===== src/rtl/priority_arbiter_n.sv =====
// priority_arbiter_n: registered N-input priority arbiter with lock/release.
// A grant is held in BUSY until the owner pulses done or e drops.
// Optional round-robin priority when PRIORITY_ARBITER_N_ROUND_ROBIN_EN is
// defined; otherwise the highest set request index wins.
module priority_arbiter_n #(
  parameter  int unsigned N = 8,
  localparam int unsigned W = $clog2(N)
) (
  input  logic         clk,
  input  logic         rst_n,
  input  logic         e,
  input  logic [N-1:0] x,
  input  logic         done,
  output logic [W-1:0] y,
  output logic [N-1:0] gnt,
  output logic         v
);

  typedef enum logic {IDLE, BUSY} state_t;

  state_t         state;
  logic [W-1:0]   win;
  logic [N-1:0]   win_onehot;
  logic           any_req;

`ifdef PRIORITY_ARBITER_N_ROUND_ROBIN_EN
  logic [W-1:0]   ptr;
  logic [W-1:0]   ptr_next;

  // Round-robin pick: first set request at or after ptr, wrapping at N-1.
  always_comb begin
    logic hit;
    win = '0;
    hit = 1'b0;
    for (int unsigned i = 0; i < N; i++) begin
      int unsigned idx;
      idx = 32'(ptr) + i;
      if (idx >= N) idx = idx - N;
      if (!hit && x[W'(idx)]) begin
        win = W'(idx);
        hit = 1'b1;
      end
    end
  end

  // Pointer advances past the winner, wrapping N-1 back to 0.
  always_comb begin
    ptr_next = (win == W'(N - 1)) ? '0 : win + W'(1);
  end
`else
  // Fixed pick: ascending scan so the highest set index is the last written.
  always_comb begin
    win = '0;
    for (int unsigned i = 0; i < N; i++) begin
      if (x[W'(i)]) win = W'(i);
    end
  end
`endif

  // One-hot form of the winner and the request-present flag.
  always_comb begin
    any_req    = |x;
    win_onehot = {{(N-1){1'b0}}, 1'b1} << win;
  end

  // Grant FSM: IDLE issues a grant, BUSY freezes it until done or e=0.
  always_ff @(posedge clk or negedge rst_n) begin
    if (!rst_n) begin
      state <= IDLE;
      y     <= '0;
      gnt   <= '0;
      v     <= 1'b0;
`ifdef PRIORITY_ARBITER_N_ROUND_ROBIN_EN
      ptr   <= '0;
`endif
    end else begin
      case (state)
        IDLE: begin
          if (e && any_req) begin
            state <= BUSY;
            y     <= win;
            gnt   <= win_onehot;
            v     <= 1'b1;
`ifdef PRIORITY_ARBITER_N_ROUND_ROBIN_EN
            ptr   <= ptr_next;
`endif
          end else begin
            gnt <= '0;
            v   <= 1'b0;
          end
        end
        BUSY: begin
          // e=0 and done both release; y keeps the last owner.
          if (!e || done) begin
            state <= IDLE;
            gnt   <= '0;
            v     <= 1'b0;
          end
        end
        default: begin
          state <= IDLE;
          gnt   <= '0;
          v     <= 1'b0;
        end
      endcase
    end
  end

endmodule


===== config.mk =====
export PLATFORM = sky130hd
export DESIGN_NAME = priority_arbiter_n
export DESIGN_NICKNAME = d
export VERILOG_FILES = /design/src/rtl/priority_arbiter_n.sv
export SDC_FILE = /design/constraint.sdc
export NUM_CORES = 1
export LEC_CHECK = 0
export ABC_AREA = 1
export CAP_MARGIN = 30
export CORE_MARGIN = 1.5
export CORE_UTILIZATION = 42
export CTS_CLUSTER_DIAMETER = 80
export CTS_CLUSTER_SIZE = 16
export DETAILED_ROUTE_END_ITERATION = 10
export PLACE_DENSITY = 0.76
export SLEW_MARGIN = 20
export SYNTH_ARGS = -nofsm -noshare
export SYNTH_HDL_FRONTEND = slang
export SYNTH_SLANG_ARGS = --single-unit

===== constraint.sdc =====
create_clock -name clk -period 1.35 [get_ports clk]
set_clock_uncertainty 0.2 [all_clocks]
set_input_delay 0.135 -clock clk [delete_from_list [all_inputs] [get_ports clk]]
set_output_delay 0.135 -clock clk [all_outputs]
set_load 0.03 [all_outputs]

---- Word-level counts from Yosys, hierarchy flattened ----
Index checks and enable logic that the tools add are counted.
cells by class
  equality and inequality tests ........... 1
  shift operators ......................... 1
  multiplexer cells ....................... 15
  bitwise operators ....................... 1
  reductions and logical operators ........ 5
operators with widths
  cell                 count
  $mux 8               2
  $pmux 8 s2           1
  $mux 3               5
  $reduce_or 8->1      1
  $shl 1x3->8 const A  1
  $mux 1               4
  $pmux 1 s2           2
  $mux 2               1
  $ne 2x1->1 const B   1
  $reduce_and 2->1     1
  $logic_and 1x1->1    1
  $logic_not 1->1      1
  $logic_or 1x1->1     1
  $not 1->1            1
word-level totals
  register bits ........................... 13
  output and inout port bits .............. 12

---- Longest topological paths before layout ----
  word-level depth ........................ 10
  mapped depth ............................ 9

---- Worst setup path before layout ----
Ideal clock, no wire load.
  path kind ............................... reg-to-reg
  start point ............................. register state
  end point ............................... register gnt[5]
  setup time .............................. 0.123 ns
  arrival ................................. 0.751 ns
  data required time ...................... 1.027 ns
  path slack .............................. 0.277 ns
  stages on the path, launching flop included .. 7
  path buffers ............................ 0
  clock period less this slack ............ 1.073 ns
  path through ............................ dfrtp_1 inv_2 nor2_1 nand2_1 inv_2 nand2_1 o21ai_1
on the way
  word-level cells in the longest chain between the ends .. 2
ends and longest elaborated chain
  what                    RTL line  RTL
  from (decl)             21        state_t state;
  from (signal assigned)  69        state <= IDLE;
  from (signal assigned)  80        state <= BUSY;
  from (signal assigned)  95        state <= IDLE;
  $not 1->1 (no line)     n/a
  $pmux 8 s2              77        case (state)
  to (signal assigned)    82        gnt <= win_onehot;
  to (decl)               15        output logic [N-1:0] gnt,
Parallel ways exist; a longest one is shown, timed or not.
A chain may end at the register's enable or synchronous reset.

---- Worst setup path in the final report ----
  start point ............................. input port x[2]
  end point ............................... register gnt[3]
on the way
  word-level cells in the longest chain between the ends .. 9
ends and longest elaborated chain
  what                 RTL line  RTL
  from (decl)          12        input logic [N-1:0] x,
  $mux 2               55        if (x[W'(i)]) win = W'(i);
  $mux 3 (5 in a row)  55
  $shl 1x3->8          63        win_onehot = {{(N-1){1'b0}}, 1'b1} << win;
  $mux 8 *             79        if (e && any_req) begin
  $pmux 8 s2 *         77
Every way passes the cells marked *; elsewhere a longest branch is shown, timed or not.

==> flow_results.org <==
** Clock network
- Buffers inserted during clock tree synthesis total 3.
- Clock transition at the registers of the reported paths :: 0.07 ns
- H-Tree Level Count :: 1
- CTS placed an instance of sky130_fd_sc_hd__clkbuf_4 at the clock tree root.
- Clock Path Buffers :: 2
- Clock sinks :: 13
- Latest clock arrival within the worst-skew pair :: 0.27 ns
- TritonCTS built the clock tree.

** Detailed routing
- Antenna viol nets, final :: 0
- # DRC :: 0
- Total wire length after detailed routing :: 1350 um
- For this block, the initial DRC count from the detailed router was 11.
- Vias per cell :: 4.79
- Detailed routing inserted a total of 646 vias.
- Routed len/inst :: 9.99 um
- Count of TritonRoute iterations in the first routing pass :: 4

** Floorplan
- Number of top-level pins :: 24
- The initial utilization of the core area, before any placement, comes to 44.3%.
- After floorplanning, the core was divided into 14 placement rows.
- Die height :: 42.6 um
- The core region is 0.00149 mm2.
- The die covers 0.00182 mm2.
- Width of the die :: 42.6 um

** Critical path
- The worst setup path is launched from a primary input.
- Kind of end point of the critical path :: flip-flop
- Traced cell by cell, the critical path runs through clkdlybuf4s50_1 -> inv_1 -> nand2_1 -> nand2_1 -> nand2_1 -> nand2_2 -> nand2_2 -> nand2_1 -> nand3_1 -> nand2_1.
- Critical-path top delay cell :: sky130_fd_sc_hd__clkdlybuf4s50_1
- CP Max Fanout :: 3
- Among the stages of the critical path, the cell type that occurs most often is sky130_fd_sc_hd__nand2_1.
- Slowest Stage Delay on Critical Path :: 0.49 ns
- Among cell families on the critical path, the largest total delay comes from buffers and inverters.
- At the worst endpoint, the required time is 1.32 ns.
- Combined buffer and inverter count along the critical path :: 2
- For the worst setup path, the data arrival time is 1.21 ns.
- By startpoint and endpoint, the worst setup path is classified as primary input to flip-flop.

** Worst hold path
- Classification of the worst-slack hold path :: primary input to flip-flop

** Synthesis
- After synthesis, the cell types taking the most area are sky130_fd_sc_hd__dfrtp_1, sky130_fd_sc_hd__nand2_1, sky130_fd_sc_hd__nor2_4.
- Fraction of registers with async set or reset after synthesis :: 100%
- For this run, the leading register cell type out of synthesis is sky130_fd_sc_hd__dfrtp_1.
- Counting every instance in the synthesized netlist gives 83.
- Sequential share of the synthesized area :: 49.3%
- Yosys Warn Count :: 0
- Number of flops mapped to enable cells by yosys :: 0
- Most frequent cells after synthesis :: sky130_fd_sc_hd__nand2_1, sky130_fd_sc_hd__dfrtp_1, sky130_fd_sc_hd__inv_2, sky130_fd_sc_hd__nor2_1
- Mean instance size in the synthesized netlist :: 7.94 um2
- Yosys mapped the design onto 14 distinct sky130hd cell types.
- Yosys top cell by area :: sky130_fd_sc_hd__dfrtp_1
- The most common cell in the synthesized netlist is sky130_fd_sc_hd__nand2_1.
- Synth Net Count :: 95
- In this run the biggest area consumer among cell types represents 49.3% of the synthesized area.
- The mapped netlist covers 659 um2.
- Seq cells post-synth :: 13

** Global route
- The number of global-route vias before repair was 574.
- Wire length of the first global-routing pass :: 2280 um
- Number of antenna violations at the first check in global routing :: 0
- Global routing consumed, over all layers together, 16.9% of the routing resources.
- After global routing the overflow that remains totals 0.
- Maximum number of pins on one net before global-route repair :: 14

** Power
- Net switching is 31.2% of the power.
- Summed over all nets, the switching power comes to 286 uW.
- The clock network is responsible for 26.0% of the overall power.
- Power density over the cells :: 944 mW/mm2
- The worst-case IR drop observed on VDD is 0.478 mV.
- Sequential cells burn 47.0% of the power.
- Per report_power, the combinational group accounts for 27.0% of the total.
- Static power due to leakage :: 0.535 nW
- PnR Total Power :: 918 uW
- The internal portion of the total power is 631 uW.

** Timing
- Dividing the final minimum period by the clock period gives 92.2%.
- Max-slew violation count :: 0
- Worst slew pin tran :: 0.167 ns
- Max_slew headroom :: 88.9%
- Tmin final :: 1.24 ns
- Unrepaired setup endpoints after global routing :: false
- The hold violation total from the final report came to 0.
- Setup violations remaining at the end of the flow were counted as 0.
- Timing would allow up to 0.803 GHz.

** Layout
- The repair_antennas step left the layout with diodes totalling 0.
- In the final layout, the share of cells above drive strength 1 is 34.5%.
- Post-layout instance area :: 972 um2
- The area growth from synthesis to layout is 47.4%.
- Final #Nets :: 132
- Final Core Density :: 65.3%
- The layout has 138 filler cells.

** Outcome
- The flow ran to the end, and the final reports show no timing, DRC or antenna violations.

** Placed design
- Detailed placement ended at an HPWL of 1070 um.
- Post-place instance area :: 945 um2
- Total of buffers placed on input and output ports :: 23
- Routability-driven placement finished with a final weighted congestion of 0.819.

** Run
- Across the run, the number of max-cap violations was 0.
-- stage by stage --
step	hold WS (ns)	setup TNS [ns]	setup WS, ns	cells
finish	0.276	0	0.105	135
global route	0.296	0	0.0265	135
CTS	0.275	0	0.000126	135
detailed placement	0.259	-1.69	-0.173	130
global placement	0.254	-1.45	-0.153	130
floorplan	-0.361	0	0.277	83
-- state kept, by name, indices dropped and copies added (netlist names) --
register and cells:
y 3, v 1, state 1, gnt 8
-- kinds of logic (layout without fill, tap and decap cells) --
group,Yosys count,in the layout,share of synthesized area [%]
AO/OA/AOI/OAI,3,3,2.28
buffers and inverters,12,48,6.83
flip-flops,13,13,49.3
AND/OR/NAND/NOR,55,55,41.6
-- layout by cell type (no fill, tap or decap), types with 2 or more instances in the layout --
| master | count |
|---|---|
| sky130_fd_sc_hd__nor2_2 | 2 |
| sky130_fd_sc_hd__nand2_1 | 31 |
| sky130_fd_sc_hd__o21ai_1 | 3 |
| sky130_fd_sc_hd__nand2_2 | 3 |
| sky130_fd_sc_hd__inv_2 | 6 |
| sky130_fd_sc_hd__nor2_4 | 3 |
| sky130_fd_sc_hd__nand2_4 | 2 |
| sky130_fd_sc_hd__nor2_1 | 6 |
| sky130_fd_sc_hd__inv_1 | 5 |
| sky130_fd_sc_hd__buf_4 | 18 |
| sky130_fd_sc_hd__clkbuf_2 | 2 |
| sky130_fd_sc_hd__clkbuf_4 | 3 |
| sky130_fd_sc_hd__clkdlybuf4s50_1 | 11 |
| sky130_fd_sc_hd__nand4_1 | 2 |
| sky130_fd_sc_hd__nand3_1 | 5 |
| sky130_fd_sc_hd__dfrtp_1 | 13 |
-- worst register-to-register path: stages (launching register included) --
cell and delay, ns:
sky130_fd_sc_hd__dfrtp_1 0.39, sky130_fd_sc_hd__inv_2 0.11, sky130_fd_sc_hd__nand3_1 0.15, sky130_fd_sc_hd__inv_1 0.12
sky130_fd_sc_hd__nand4_1 0.10, sky130_fd_sc_hd__nand2_1 0.07
-- worst paths after layout --
| path | start | to | slack [ns] | cells after the start |
|---|---|---|---|---|
| setup / recovery | x[2] | gnt[3] | 0.11 | 10 |
| hold / removal | x[7] | gnt[7] | 0.28 | 3 |
| setup reg to reg | state | gnt[6] | 0.18 | 5 |
| hold reg to reg | y[2] | y[2] | 0.28 | 2 |
| max in group asynchronous | rst_n | gnt[2] | 0.28 | 3 |
| min in group asynchronous | rst_n | gnt[0] | 0.50 | 3 |
-- final cells by class --
class                           instances  area [um2]  area share (%)
Clock buffer                            3        22.5            2.32
Tap cell                               16        20.0            2.06
Inverter                               12        45.0            4.63
Timing Repair Buffer                   32         265            27.3
Sequential cell                        13         325            33.5
Multi-Input combinational cell         58         289            29.7
Clock inverter                          1        5.00           0.515
-- metal layers --
metal / track usage, % / wire, um / vias to the layer above
met3: 3.88 / 76 / 6
met2: 28.5 / 632 / 22
met4: 7.50 / 25 / 0
met1: 20.3 / 614 / 291
met5: 0 / 0 / -
li1: - / - / 327
-- power by group through the flow --
| stage | registers, mW | logic [mW] | clock network (mW) |
|---|---|---|---|
| after floorplan | 0.491 | 0.0798 | 0 |
| after global placement | 0.439 | 0.245 | 0 |
| after detailed placement | 0.440 | 0.249 | 0 |
| after CTS | 0.432 | 0.251 | 0.244 |
| after global routing | 0.437 | 0.267 | 0.270 |
| final | 0.432 | 0.248 | 0.238 |
-- what timing repair did --
action                                  in CTS  in global routing
endpoints found under the hold margin       13                  0
gates resized for setup                      3                  3
endpoints found under the setup margin       2                  2
buffers inserted                             0                  0
hold buffers                                 1                  0
pin swaps                                    0                  0
Power figures use the tool's default switching activity.
